$ cat config.mk
export PLATFORM = sky130hd
export DESIGN_NAME = if_fetch_queue
export DESIGN_NICKNAME = d
export VERILOG_FILES = /design/src/rtl/if_pkg.sv /design/src/rtl/fetch_fifo.sv /design/src/rtl/if_fetch_queue.sv
export SDC_FILE = /design/constraint.sdc
export NUM_CORES = 1
export LEC_CHECK = 0
export ABC_AREA = 0
export CORE_ASPECT_RATIO = 0.6
export CORE_MARGIN = 5
export CORE_UTILIZATION = 49
export CTS_BUF_LIST = sky130_fd_sc_hd__clkbuf_4 sky130_fd_sc_hd__clkbuf_8 sky130_fd_sc_hd__clkbuf_16
export DETAILED_ROUTE_END_ITERATION = 12
export PLACE_DENSITY = 0.76
export SLEW_MARGIN = 30
export SYNTH_ARGS = -nofsm -noshare
export SYNTH_HDL_FRONTEND = slang
export SYNTH_SLANG_ARGS = --single-unit
$ cat constraint.sdc
create_clock -name clk -period 2.4 [get_ports clk]
set_input_delay 0.48 -clock clk [delete_from_list [all_inputs] [get_ports clk]]
set_output_delay 0.48 -clock clk [all_outputs]
set_load 0.05 [all_outputs]
$ cat src/rtl/if_pkg.sv
// Shared definitions for the instruction fetch front end: redirect select
// encodings and the default address/instruction widths.
package if_pkg;

  typedef enum logic [1:0] {
    PCSRC_SEQ = 2'b00,
    PCSRC_J   = 2'b01,
    PCSRC_I   = 2'b10,
    PCSRC_RET = 2'b11
  } pc_src_e;

  localparam int ADDR_W_DEF  = 16;
  localparam int INSTR_W_DEF = 16;

endpackage

$ cat src/rtl/fetch_fifo.sv
// Circular FIFO holding fetched {npc, instruction} records; flush empties it
// in one cycle and takes priority over push and pop.
module fetch_fifo #(
  parameter int WIDTH = 32,
  parameter int DEPTH = 4
) (
  input  logic                   clk,
  input  logic                   rst_n,
  input  logic                   flush,
  input  logic                   push,
  input  logic                   pop,
  input  logic [WIDTH-1:0]       push_data,
  output logic [WIDTH-1:0]       head_data,
  output logic [$clog2(DEPTH):0] count,
  output logic                   empty
);
  localparam int PW = $clog2(DEPTH);
  localparam int CW = PW + 1;
  localparam logic [CW-1:0] FULL_CNT = DEPTH[CW-1:0];

  logic [WIDTH-1:0] mem [DEPTH];
  logic [PW-1:0]    rptr;
  logic [PW-1:0]    wptr;
  logic             do_push;
  logic             do_pop;

  assign empty     = (count == '0);
  assign do_push   = push && (count != FULL_CNT);
  assign do_pop    = pop && !empty;
  assign head_data = mem[rptr];

  // Pointers wrap naturally because DEPTH is a power of two.
  always_ff @(posedge clk) begin
    if (!rst_n || flush) begin
      rptr  <= '0;
      wptr  <= '0;
      count <= '0;
    end else begin
      if (do_push) wptr <= wptr + 1'b1;
      if (do_pop)  rptr <= rptr + 1'b1;
      count <= count + {{(CW-1){1'b0}}, do_push} - {{(CW-1){1'b0}}, do_pop};
    end
  end

  always_ff @(posedge clk) begin
    if (rst_n && !flush && do_push) mem[wptr] <= push_data;
  end

endmodule

$ cat src/rtl/if_fetch_queue.sv
// Fetch front end: PC sequencing, redirect/kill handling with epoch-tagged
// in-flight responses, and a decoupling queue towards decode.
module if_fetch_queue
  import if_pkg::*;
#(
  parameter int                ADDR_W   = ADDR_W_DEF,
  parameter int                INSTR_W  = INSTR_W_DEF,
  parameter int                DEPTH    = 4,
  parameter logic [ADDR_W-1:0] RESET_PC = '0
) (
  input  logic                   clk,
  input  logic                   rst_n,
  input  logic [1:0]             pc_src,
  input  logic [ADDR_W-1:0]      j_target,
  input  logic [ADDR_W-1:0]      i_target,
  input  logic [ADDR_W-1:0]      ret_target,
  input  logic                   kill,
  output logic                   imem_req,
  output logic [ADDR_W-1:0]      imem_addr,
  input  logic [INSTR_W-1:0]     imem_rdata,
  output logic                   out_valid,
  input  logic                   out_ready,
  output logic [INSTR_W-1:0]     out_instr,
  output logic [ADDR_W-1:0]      out_npc,
  output logic [$clog2(DEPTH):0] out_count
);
  localparam int CW = $clog2(DEPTH) + 1;
  localparam int QW = ADDR_W + INSTR_W;
  localparam logic [CW:0] DEPTH_LIM = DEPTH[CW:0];

  pc_src_e           pc_sel;
  logic [ADDR_W-1:0] pc;
  logic [ADDR_W-1:0] target;
  logic              redirect;
  logic              flush;
  logic              epoch;
  logic              inflight_valid;
  logic              inflight_epoch;
  logic [ADDR_W-1:0] inflight_npc;
  logic [CW:0]       pending;
  logic              push;
  logic              pop;
  logic              empty;
  logic [QW-1:0]     head_data;
  logic [ADDR_W-1:0] head_npc;
  logic [INSTR_W-1:0] head_instr;
  logic [ADDR_W-1:0] last_npc;
  logic [INSTR_W-1:0] last_instr;

  assign pc_sel   = pc_src_e'(pc_src);
  assign redirect = (pc_sel != PCSRC_SEQ);
  assign flush    = redirect || kill;

  // Count the outstanding fetch so a response always has a free slot to land in.
  assign pending   = {1'b0, out_count} + {{CW{1'b0}}, inflight_valid};
  assign imem_req  = rst_n && !flush && (pending < DEPTH_LIM);
  assign imem_addr = pc;

  assign push = inflight_valid && (inflight_epoch == epoch) && !flush;
  assign pop  = out_valid && out_ready && !flush;

  always_comb begin
    target = pc;
    case (pc_sel)
      PCSRC_J:   target = j_target;
      PCSRC_I:   target = i_target;
      PCSRC_RET: target = ret_target;
      default:   target = pc;
    endcase
  end

  always_ff @(posedge clk) begin
    if (!rst_n) begin
      pc             <= RESET_PC;
      epoch          <= 1'b0;
      inflight_valid <= 1'b0;
      inflight_epoch <= 1'b0;
      inflight_npc   <= '0;
      last_npc       <= '0;
      last_instr     <= '0;
    end else begin
      if (redirect)      pc <= target;
      else if (imem_req) pc <= pc + 1'b1;
      if (flush) epoch <= ~epoch;
      inflight_valid <= imem_req;
      inflight_epoch <= epoch;
      inflight_npc   <= pc + 1'b1;
      // Remember the head so the outputs stay stable once the queue drains.
      if (!empty) begin
        last_npc   <= head_npc;
        last_instr <= head_instr;
      end
    end
  end

  fetch_fifo #(
    .WIDTH (QW),
    .DEPTH (DEPTH)
  ) u_fifo (
    .clk       (clk),
    .rst_n     (rst_n),
    .flush     (flush),
    .push      (push),
    .pop       (pop),
    .push_data ({inflight_npc, imem_rdata}),
    .head_data (head_data),
    .count     (out_count),
    .empty     (empty)
  );

  assign {head_npc, head_instr} = head_data;
  assign out_valid = !empty;
  assign out_instr = empty ? last_instr : head_instr;
  assign out_npc   = empty ? last_npc : head_npc;

endmodule

==> results of run 1 <==
layout make-up:
class                      instances  area share [%]
multi-input combinational        312           25.78
inverter                          11          0.3731
sequential                       204           48.60
clock inverter                    12           1.018
tap                              234           2.646
clock buffer                      21           4.545
timing repair buffer             170           17.04
sequential cells by signal, indices dropped and copies added, names as in the netlist, named ones only:
| name | flops |
|---|---|
| u_fifo.mem | 128 |
| inflight_npc | 16 |
| epoch | 1 |
| u_fifo.count | 3 |
| inflight_valid | 1 |
| inflight_epoch | 1 |
| last_instr | 16 |
| imem_addr | 16 |
| u_fifo.wptr | 2 |
| last_npc | 16 |
| u_fifo.rptr | 2 |
cell families after synthesis:
group                    after synthesis  share of synthesized area, %
AO/OA/AOI/OAI                         60                         5.472
buffers and inverters                 43                         2.698
flip-flops                           204                         64.28
XOR/XNOR                              22                         2.308
AND/OR/NAND/NOR                      153                         9.834
multiplexers                          65                         13.52
adder cells (fa/ha/maj)               12                         1.889
power by group through the flow:
stage	Sequential (mW)	Clock, mW	Combinational, mW
global placement	3.90	0	0.478
finish	3.82	2.98	0.496
global route	3.83	3.22	0.531
CTS	3.82	3.04	0.496
detailed placement	3.90	0	0.490
floorplan	3.97	0	0.166
stage by stage:
stage / instance area, um^2 / worst slack, ns
after floorplan: 8356 / 0.06787
after global placement: 9920 / -0.3608
after CTS: 10980 / -0.2048
after global routing: 11070 / -0.2565
final: 11070 / -0.1883
after detailed placement: 9920 / -0.4133
layer usage:
metal / track usage, % / vias up / wire length, um
li1: - / 2411 / -
met1: 29.85 / 2676 / 9160
met2: 30.97 / 170 / 9254
met3: 3.647 / 26 / 1094
met4: 2.964 / 0 / 220
met5: 0 / - / 0
what timing repair did:
item,in CTS,in global routing
gates resized for setup,76,11
endpoints found under the setup margin,34,34
gates cloned,4,1
buffers inserted,8,4
pin swaps,1,2
Yosys cell counts, drive strengths merged (2+ instances only):
cell type / n / area, um^2
edfxtp: 128 / 3844
dfxtp: 76 / 1521
and2: 49 / 306.6
nand2: 46 / 172.7
mux2: 32 / 397.9
mux4: 32 / 720.7
nor2: 24 / 90.09
buf: 17 / 122.6
xnor2: 16 / 140.1
clkbuf: 15 / 61.31
a21oi: 13 / 68.82
a221oi: 12 / 105.1
ha: 11 / 137.6
inv: 11 / 41.29
nand3: 10 / 62.56
a211oi: 7 / 52.55
and3: 7 / 43.79
o21ai: 6 / 30.03
xor2: 6 / 52.55
a21boi: 4 / 30.03
o211ai: 4 / 30.03
nand4: 3 / 33.78
nor3: 3 / 15.01
o32a: 3 / 42.54
a22o: 2 / 17.52
a311oi: 2 / 17.52
and4: 2 / 18.77
nor2b: 2 / 15.02
o22ai: 2 / 18.77
or3: 2 / 12.51
worst paths after layout:
path,from,end,slack [ns],cells past startpoint
max,flip-flop,out_instr[3],-0.19,5
min,rst_n,last_instr[14],0.34,2
max reg2reg,u_fifo.count[0],u_fifo.count[2],0.08,9
min reg2reg,inflight_npc[7],u_fifo.mem[3][23],0.48,0
layout by cell type, fill, tap and decap left out, types with 7 or more instances in the layout:
master             n
inv_1              9
dfxtp_1           71
clkdlybuf4s50_1   84
nand3_1            9
xnor2_1           16
buf_4             33
buf_6             23
a21oi_1           12
and2_1            48
a221oi_1          12
edfxtp_1         128
a211oi_1           7
ha_1              10
nand2_1           45
nor2_1            24
buf_8             12
buf_12             9
clkbuf_16         20
mux4_2            32
mux2_4            29
worst max-delay path: stages (launching register included):
cell and delay [ns]:
dfxtp_4 0.41, buf_12 0.14, buf_16 0.13, mux4_2 0.50
mux2_4 0.29, buf_8 0.15
==> impl_metrics.yaml, run 1 <==
logic_synthesis:
  synthFlopType: "edfxtp_1"
  netlist_area_um2: 8347
  ys_types: 57
  syn_area_per_cell_um2: 14.93
  synth-seq-area-share_pct: 64.28
  syn_nets: 641
  synth_cells: 559
  ys_seq_elements: 204
  ys_async_sr_fraction_pct: 0
  synth_edf_count: 128
  synth_warnings: 0
drt:
  vias: 5283
  vias_per_cell: 5.480
  ant_nets: 0
  first_pass_iters: 5
  drt_iter0_markers: 342
  drc: 0
  routedWlPerCell_um: 20.46
  routed_wirelength_mm: 19.73
place:
  place_inst: 914
  place.gp.congestion: 0.8386
  io_buffers: 122
  dp_hpwl_mm: 12.21
die:
  die-area_um2: 19830
  initial_utilization_pct: 49.26
  die_h_um: 111.1
  die_x_um: 178.5
  core_um2: 16940
  rows: 37
  io_pins: 123
timing:
  period_share_pct: 107.8
  slew_viol_final: 0
  min_period_ns: 2.588
  rsz0062_at_grt: "true"
  finalSetupTns_ns: -4.561
  max_freq_mhz: 386.4
  skew_ns: 0.009309
  setup_slack_ns: -0.1883
  hold_viol_final: 0
  timing.hold.ws_ns: 0.3408
  setup_viol: 32
  worst_pin_slew_ns: 0.5592
  slew_headroom_pct: 62.60
power:
  p_total_mw: 7.295
  leakagePower_nw: 4.024
  pwr-share-clk_pct: 40.8
  internal_power_mw: 5.726
  switching_share_pct: 21.52
  combPwrFrac_pct: 6.8
  p_sw_mw: 1.570
  vdd.ir_drop.worst_mv: 0.4465
  seqPwrFrac_pct: 52.4
  power_density_nw_per_um2: 659.2
global_routing:
  overflow: 0
  antenna_found_initial: 0
  grt_pass1_vias: 5466
  grt_first_pass_wirelength_mm: 30.77
  grt_max_degree: 36
  grt_use_total_pct: 19.84
hold_path:
  hold_class: "primary input to flip-flop"
layout:
  final_net_count: 800
  n_fill_cell: 1203
  area_delta_synth_final_pct: 32.59
  multiInputGateArea_um2: 2853
  layout-drive-gt1-share_pct: 27.67
  regArea_um2: 5379
  post-route-util_pct: 65.32
  diodes: 0
  final_cells: 964
job:
  maxCapViolations: 0
critical_path:
  critPathKind: "flip-flop to output pin"
  crit_path_end_kind: "output pin"
  critPathLaunchType: "flip-flop"
  critPathMaxFanout: 6
  critPathArrivalTime_ns: 2.11
  required_ns: 1.92
clock_network:
  clk_pin_slew_worst_paths_ns: 0.06
  cts-root-buf: "clkbuf_16"
  cts_hold_buf: 0
  worstSkewPairLatency_ns: 0.48
  clk_path_buf_depth: 3
  cts_buffers: 19
  cts.sinks: 204
  cts_tree: "yes"
  cts.htree.levels: 1
outcome:
  status: "finished with violations"
  violations: "negative setup slack"
(Power assumes the default switching activity.)
==> run 2, diff against run 1 <==
--- a/config.mk
+++ b/config.mk
@@ -11,6 +11,7 @@
 export CORE_UTILIZATION = 49
 export CTS_BUF_LIST = sky130_fd_sc_hd__clkbuf_4 sky130_fd_sc_hd__clkbuf_8 sky130_fd_sc_hd__clkbuf_16
 export DETAILED_ROUTE_END_ITERATION = 12
+export MAX_ROUTING_LAYER = met4
 export PLACE_DENSITY = 0.76
 export SLEW_MARGIN = 30
 export SYNTH_ARGS = -nofsm -noshare
==> run 2 against run 1 <==
The run still ends with negative setup slack left. Worst setup slack lost 0.0046 ns. Maximum frequency shrank 0.18%. Flip-flop and latch count is the same. Via count grew 0.15%. Clock skew grew 0.0015 ns. Cell area is essentially flat. Total power is essentially flat. Core utilization is essentially flat. Largest power group unchanged.
==> impl_metrics.yaml, run 2 (synthesis gave the netlist of run 1 again) <==
outcome:
  status: "finished with violations"
  violations: "negative setup slack"
drt:
  routed_wirelength_mm: 19.77
  drc: 0
  first_pass_iters: 5
  ant_nets: 0
  drt_iter0_markers: 364
  vias_per_cell: 5.483
  routedWlPerCell_um: 20.48
  vias: 5291
power:
  leakagePower_nw: 4.024
  p_total_mw: 7.298
  power_density_nw_per_um2: 659.3
  vdd.ir_drop.worst_mv: 0.4468
critical_path:
  cp.buffers_inverters: 3
  crit_family: "multiplexers"
  slowest_stage: "mux4_2"
  required_ns: 1.92
  critPathMaxFanout: 6
  crit_chain: "buf_12 -> buf_16 -> mux4_2 -> mux2_4 -> buf_8"
  critPathKind: "flip-flop to output pin"
  cp_slowest_stage_delay_ns: 0.50
  critPathLaunchType: "flip-flop"
  crit_path_end_kind: "output pin"
  critPathArrivalTime_ns: 2.11
timing:
  setup_viol: 32
  max_freq_mhz: 385.7
  setup_slack_ns: -0.1929
  slew_headroom_pct: 62.58
  finalSetupTns_ns: -4.626
  skew_ns: 0.01085
  worst_pin_slew_ns: 0.5595
  period_share_pct: 108.0
  min_period_ns: 2.593
  hold_viol_final: 0
  rsz0062_at_grt: "true"
  slew_viol_final: 0
layout:
  regMostFlops: "u_fifo.mem"
  n_fill_cell: 1203
  layout-drive-gt1-share_pct: 27.67
  largest_reg_flops: 128
  final_cells: 965
  final_net_count: 800
  final_common_cell: "edfxtp_1"
  area_delta_synth_final_pct: 32.62
  multiInputGateArea_um2: 2853
  layout_common_cells: "edfxtp_1, clkdlybuf4s50_1, dfxtp_1, and2_1, nand2_1"
  regArea_um2: 5379
die:
  initial_utilization_pct: 49.26
  die_h_um: 111.1
  die_x_um: 178.5
  core_um2: 16940
  die-area_um2: 19830
  io_pins: 123
  rows: 37
place:
  io_buffers: 122
  dp_hpwl_mm: 12.21
  place_inst: 914
  place.gp.congestion: 0.8515
clock_network:
  cts_tree: "yes"
  cts_buffers: 19
  clk_path_buf_depth: 3
  cts_hold_buf: 0
  cts.htree.levels: 1
  cts-root-buf: "clkbuf_16"
  cts.sinks: 204
  worstSkewPairLatency_ns: 0.48
  clk_pin_slew_worst_paths_ns: 0.06
global_routing:
  grt_use_total_pct: 20.41
  overflow: 0
  grt_first_pass_wirelength_mm: 30.77
  grt_max_degree: 36
  antenna_found_initial: 1
  grt_pass1_vias: 5475
hold_path:
  hold_class: "primary input to flip-flop"
job:
  maxCapViolations: 0
-- run 2: repair_timing --
action / 4_1_cts / 5_1_grt
endpoints found under the setup margin: 34 / 34
cloned: 4 / 1
hold endpoints to repair: 0 / 0
pin swaps: 1 / 2
gates resized for setup: 76 / 11
buffers inserted: 8 / 4
-- run 2: metrics by stage --
step | util, % | cell area, um^2 | hold slack [ns] | worst slack (ns)
final | 65.33 | 11070 | 0.3364 | -0.1929
after global routing | 65.33 | 11070 | 0.3455 | -0.2565
after CTS | 64.80 | 10980 | 0.3408 | -0.2048
after detailed placement | 58.54 | 9920 | 0.4673 | -0.4133
after global placement | 58.54 | 9920 | 0.4533 | -0.3608
after floorplan | - | 8356 | 0.4383 | 0.06787
-- run 2: where the power goes --
| part | internal, mW | switching [mW] |
|---|---|---|
| combinational | 0.236 | 0.260 |
| sequential | 3.76 | 0.0595 |
| clock | 1.73 | 1.25 |
| total | 5.73 | 1.57 |
-- run 2: path summary, 6_finish.rpt --
check                                     start                 to  slack (ns)  cells past startpoint
worst max-delay path                  flip-flop       out_instr[3]       -0.19                      5
worst min-delay path                      rst_n     last_instr[14]        0.34                      2
worst max register to register  u_fifo.count[0]    u_fifo.count[2]        0.07                      9
worst min register to register  inflight_npc[7]  u_fifo.mem[3][23]        0.48                      0
-- run 2: area by class of cell --
cell class	count	area share (%)
Tap cell	234	2.645
Clock inverter	12	1.017
Multi-Input combinational cell	312	25.77
Timing Repair Buffer	170	17.03
Sequential cell	204	48.59
Clock buffer	21	4.544
Inverter	11	0.3730
Antenna cell	1	0.02261
-- run 2: per-layer routing --
| layer | routed length [um] | global-route usage (%) |
|---|---|---|
| met5 | 0 | - |
| met3 | 1227 | 3.817 |
| met4 | 230 | 3.168 |
| met1 | 9038 | 29.75 |
| met2 | 9270 | 30.85 |
==> RTL edit 1: new RTL, config.mk and constraints of run 2 <==
Change the package constant `ADDR_W_DEF` from 16 to 17.
--- a/src/rtl/if_pkg.sv
+++ b/src/rtl/if_pkg.sv
@@ -10,5 +10,5 @@
   } pc_src_e;
 
-  localparam int ADDR_W_DEF  = 16;
+  localparam int ADDR_W_DEF  = 17;
   localparam int INSTR_W_DEF = 16;
 
Ports: changed (5 resized); port bits go from 123 to 128. The function was not compared with the original's and may differ.
==> RTL edit 1 against run 2 <==
  * The run still ends with setup timing left
  * Area after synthesis increased by 1.8%
  * Cell area up 3.9%
  * Synthesized cell count grew 1.8%
  * Global-route usage decreased by 0.80 points
  * Routed wire length decreased by 1.2%
  * Sequential cell count up 7
  * Total power up 3.5%
  * Combinational power up 6.5%
  * Setup slack got worse by 0.0021 ns
  * Critical endpoint is now out_npc[13]
  * Largest power group unchanged
==> RTL edit 1: results (changes against run 2) <==
stage,metric,value,unit,change
logic_synthesis,netlist_top_cells_count,"edfxtp_1 (132), dfxtp_1 (79), and2_1 (52), mux2_2 (33), mux4_2 (33)",,"was edfxtp_1 (128), dfxtp_1 (76), and2_1 (48), nand2_1 (46), mux4_2 (32)"
final_layout,largest_register_ff_count,132,,was 128
routing,routed_wirelength,19500,um,was 19800 um
critical_path,setup.reg_to_reg.worst_slack,0.14,ns,was 0.07 ns
power,power_leakage,4.22,nW,was 4.02 nW
sta,skew,0.00881,ns,was 0.0109 ns
grt,first_global_vias,5502,,was 5475
logic_synthesis,synth_area_per_cell,14.9,sq um,about the same
sta,postLayoutSetupSlackWorst,-0.195,ns,was -0.193 ns
critical_path,cp_slowest_stage_delay,0.54,ns,was 0.50 ns
worst_hold_path,worst_hold_path.endpoint,last_instr[1]$_SDFF_PN0_,,was last_instr[14]$_SDFF_PN0_
sta,worst-slew-pin-transition,0.528,ns,was 0.560 ns
place,port_buffers,127,,was 122
final_layout,drive_above_1_share,27.9,%,was 27.7%
place,placedCellCount,937,,was 914
final_layout,n_antenna_cell,0,,was 1
grt,maximum_number_of_pins_on_one_net_before_global_route_repair,44,,was 36
grt,gr-usage-met2,30.2,%,was 30.8%
power,vdd_ir_drop_max,0.000475,V,was 0.000447 V
sta,worst_hold_margin,0.433,ns,was 0.336 ns
routing,dr_total_vias,5394,,was 5291
routing,wl_per_cell,19.9,um,was 20.5 um
logic_synthesis,synth-seq-area-share,65.3,%,was 64.3%
logic_synthesis,synth_top_cells_by_area,"edfxtp_1 (47%), dfxtp_1 (19%), mux4_2 (8.8%), mux2_2 (4.4%), and2_1 (3.8%)",,"was edfxtp_1 (46%), dfxtp_1 (18%), mux4_2 (8.6%), and2_1 (3.6%), mux2_2 (3.0%)"
grt,grt_pass1_wl,30800,um,about the same
sta,setup_viol_count_final,33,,was 32
run_status,outcome,"finished, violations left",,unchanged
grt,grtUsageMet3,4.11,%,was 3.82%
logic_synthesis,number_of_enable_type_register_cells_in_the_synthesized_netlist,132,,was 128
run_status,failed_checks,setup timing,,unchanged
grt,antenna_found_initial,0,,was 1
routing,first_iter_violations,391,,was 364
-- RTL edit 1: cell types whose count changed after synthesis, moves of 5 or more --
cell / change
a211oi_1: -5
a221oi_1: -11
mux2_4: -10
a22oi_1: +12
nor2_1: -11
mux2_2: +11
nand2_1: -15
a21oi_1: +15
-- RTL edit 1: timing repair --
item	in CTS	in global routing
resized for setup	64	4
endpoints found under the hold margin	0	0
hold buffers	0	0
setup endpoints to repair	35	36
gates cloned	4	1
pin swaps	3	3
setup buffers	7	1
-- RTL edit 1: power by group through the flow --
stage	registers, mW	clock network, mW	logic, mW
2_1_floorplan	4.12	0	0.167
3_3_place_gp	4.04	0	0.513
3_5_place_dp	4.05	0	0.524
4_1_cts	3.96	3.14	0.526
5_1_grt	3.97	3.28	0.561
6_report	3.97	3.06	0.527
-- RTL edit 1: per-layer routing --
metal  vias to the layer above  wire [um]
li1                       2478          -
met5                         -          0
met3                        25       1360
met1                      2692       8980
met4                         0        216
met2                       199       8980
-- RTL edit 1: final cells by class --
cell class              instances  share of cell area [%]
inverters                      14                   0.457
clock buffers                  31                    5.19
repair buffers                176                    17.9
well taps                     234                    2.55
flip-flops and latches        211                    48.3
multi-input cells             315                    25.2
clock inverters                 3                   0.381
-- RTL edit 1: worst max-delay path by stage --
stage | slack [ns] | start | end | cells past startpoint
2_1_floorplan | -0.04 | pc_src[0] | u_fifo.mem[1][0]$_DFFE_PP_ | 6
3_3_place_gp | -0.33 | pc_src[0] | u_fifo.count[2]$_SDFF_PP0_ | 12
3_5_place_dp | -0.43 | pc_src[0] | u_fifo.count[2]$_SDFF_PP0_ | 12
4_1_cts | -0.21 | register | out_npc[13] | 5
5_1_grt | -0.25 | register | out_npc[13] | 5
6_report | -0.19 | register | out_npc[13] | 5
-- RTL edit 1: logic make-up after synthesis --
logic type / after synthesis / synth area share [%]
DFF: 211 / 65.3
AOI/OAI and AO/OA: 82 / 6.61
buffers and inverters: 43 / 2.15
adders and majority gates: 12 / 1.86
muxes: 67 / 13.2
and+or+nand+nor: 133 / 8.68
xor gates and xnor gates: 21 / 2.17
-- RTL edit 1: metrics by stage --
step | cell area, sq um | TNS [ns] | power [mW] | worst slack [ns]
2_1_floorplan | 8510 | -5.10 | 4.29 | -0.0387
3_5_place_dp | 10400 | -44.09 | 4.57 | -0.430
6_report | 11500 | -5.73 | 7.56 | -0.195
3_3_place_gp | 10400 | -31.42 | 4.55 | -0.331
5_1_grt | 11500 | -7.92 | 7.82 | -0.255
4_1_cts | 11400 | -5.87 | 7.63 | -0.207
==> RTL edit 2: new RTL, flow settings as in run 2 <==
Without the edit above. Register the inputs `j_target`, `i_target` and `ret_target` before use, without a reset. The logic sees them one clock later. The other inputs are not delayed to match.
--- a/src/rtl/if_fetch_queue.sv
+++ b/src/rtl/if_fetch_queue.sv
@@ -28,4 +28,14 @@
   localparam int QW = ADDR_W + INSTR_W;
   localparam logic [CW:0] DEPTH_LIM = DEPTH[CW:0];
+
+  logic [ADDR_W-1:0] j_target_q;
+  logic [ADDR_W-1:0] i_target_q;
+  logic [ADDR_W-1:0] ret_target_q;
+
+  always_ff @(posedge clk) begin
+    j_target_q   <= j_target;
+    i_target_q   <= i_target;
+    ret_target_q <= ret_target;
+  end
 
   pc_src_e           pc_sel;
@@ -63,7 +73,7 @@
     target = pc;
     case (pc_sel)
-      PCSRC_J:   target = j_target;
-      PCSRC_I:   target = i_target;
-      PCSRC_RET: target = ret_target;
+      PCSRC_J:   target = j_target_q;
+      PCSRC_I:   target = i_target_q;
+      PCSRC_RET: target = ret_target_q;
       default:   target = pc;
     endcase
Behaviour: not the same (a bounded check fails within 4 cycles, from zero or initial values and one cycle with rst_n low).
==> RTL edit 2 against run 2 <==
  * The flow still finishes with violations (setup timing)
  * Cell area is 13% higher
  * Highest routed layer unchanged
  * Routed wire length is 3.4% higher
  * Area after synthesis is 11% higher
  * Worst hold slack worse by 0.0033 ns
  * Setup slack worse by 0.040 ns
  * Clock power is 24% higher
  * Total power is 21% higher
  * Sequential cell count is 48 higher
==> RTL edit 2: results (changes against run 2) <==
stage,metric,value,unit,change
final_layout,buf_share,17.4,%,was 17.0%
grt,grt_pass1_wl,32300,um,was 30800 um
final_layout,multi_input_logic_portion_of_the_cell_area,23.0,%,was 25.8%
critical_path,cp_slowest_stage_delay,0.57,ns,was 0.50 ns
power,internal_power,7.02,mW,was 5.73 mW
final_layout,clock_buffer_count,32,,was 21
run_status,failed_checks,setup timing,,unchanged
power,vdd_ir_drop_max,0.000427,V,was 0.000447 V
grt,grt.total_usage,19.5,%,was 20.4%
grt,maximum_number_of_pins_on_one_net_before_global_route_repair,42,,was 36
sta,skew,0.0121,ns,was 0.0109 ns
place,dpl_worst_slack,-0.452,ns,was -0.413 ns
critical_path,arrival,2.15,ns,was 2.11 ns
logic_synthesis,synth_cell_type_count,54,,was 57
logic_synthesis,synth_top_cells_by_area,"edfxtp_1 (42%), dfxtp_1 (27%), mux4_2 (7.8%), mux2_2 (3.9%), and2_1 (3.3%)",,"was edfxtp_1 (46%), dfxtp_1 (18%), mux4_2 (8.6%), and2_1 (3.6%), mux2_2 (3.0%)"
logic_synthesis,synthesis.nets,689,,was 641
final_layout,clockNetworkAreaShare,6.18,%,was 5.56%
final_layout,filler_instances,1212,,was 1203
place,gp_congestion,0.967,,was 0.852
logic_synthesis,synth-seq-area-share,68.6,%,was 64.3%
grt,first_global_vias,5842,,was 5475
sta,postLayoutSetupSlackWorst,-0.233,ns,was -0.193 ns
routing,first_iter_violations,392,,was 364
sta,setup_viol_count_final,32,,unchanged
worst_hold_path,worst_hold_path.endpoint,inflight_npc[14]$_SDFF_PN0_,,was last_instr[14]$_SDFF_PN0_
power,power.clock.total,3.69,mW,was 2.98 mW
final_layout,buffers,177,,was 170
routing,wl_per_cell,19.8,um,was 20.5 um
final_layout,comb.multi_input.count,310,,was 312
logic_synthesis,netlist_top_cells_count,"edfxtp_1 (128), dfxtp_1 (124), nand2_1 (50), and2_1 (48)",,"was edfxtp_1 (128), dfxtp_1 (76), and2_1 (48), nand2_1 (46), mux4_2 (32)"
critical_path,reg2reg_from,u_fifo.count[2]$_SDFF_PP0_,,was u_fifo.count[0]$_SDFF_PP0_
place,detailedPlacementHpwl,13200,um,was 12200 um
power,seqPwrFrac,52.9,%,was 52.4%
critical_path,critical_path.reg2reg.endpoint,imem_addr[2]$_SDFFE_PN0P_,,was u_fifo.count[2]$_SDFF_PP0_
final_layout,layout.nets,860,,was 800
sta,slew_headroom,58.0,%,was 62.6%
sta,worst_hold_margin,0.333,ns,was 0.336 ns
critical_path,r2r_cells,10,,was 9
run_status,outcome,"finished, violations left",,unchanged
final_layout,n_antenna_cell,0,,was 1
-- RTL edit 2: cell types whose count changed after synthesis, sizes merged, moves of 3 or more --
cell and change:
a211oi -3, a21oi -5, a311oi +4, buf -5, clkbuf +4, dfxtp +48
inv +3, nand2 +6, nand3 -3, nor2 -9, o211ai -4, o32a -3
-- RTL edit 2: how the worst max path moves through the flow --
stage | startpoint | end | slack, ns
after global placement | pc_src[0] | u_fifo.count[2]$_SDFF_PP0_ | -0.35
after detailed placement | pc_src[0] | u_fifo.count[2]$_SDFF_PP0_ | -0.45
after global routing | register | out_npc[11] | -0.29
after CTS | register | out_npc[11] | -0.25
after floorplan | pc_src[0] | u_fifo.count[2]$_SDFF_PP0_ | 0.0005
final | register | out_npc[11] | -0.23
-- RTL edit 2: cells by family after synthesis --
family                   Yosys count  synth area share, %
AND/OR/NAND/NOR                  153                 8.94
flip-flops                       252                 68.6
multiplexers                      65                 11.8
buffers and inverters             45                 2.01
adder cells (fa/ha/maj)           12                 1.71
XOR/XNOR                          20                 1.90
AO/OA/AOI/OAI                     60                 5.07
-- RTL edit 2: repair_timing --
| action | 4_1_cts | 5_1_grt |
|---|---|---|
| cloned | 3 | 0 |
| pin swaps | 3 | 3 |
| resized for setup | 52 | 5 |
| setup endpoints to repair | 35 | 35 |
| buffers inserted | 11 | 6 |
-- RTL edit 2: routing by layer --
layer	GRT usage, %	vias up	part of all wire, %
li1	-	2578	-
met1	26.2	2770	45
met2	32.0	183	47
met3	3.85	29	6.1
met4	3.40	0	1.3
met5	-	-	0
-- RTL edit 2: through the flow --
stage	total power [mW]	cells	cell area [sq um]
2_1_floorplan	5.00	607	9240
3_3_place_gp	5.25	973	11300
3_5_place_dp	5.27	973	11300
4_1_cts	8.94	1027	12400
5_1_grt	9.19	1033	12500
6_report	8.87	1033	12500
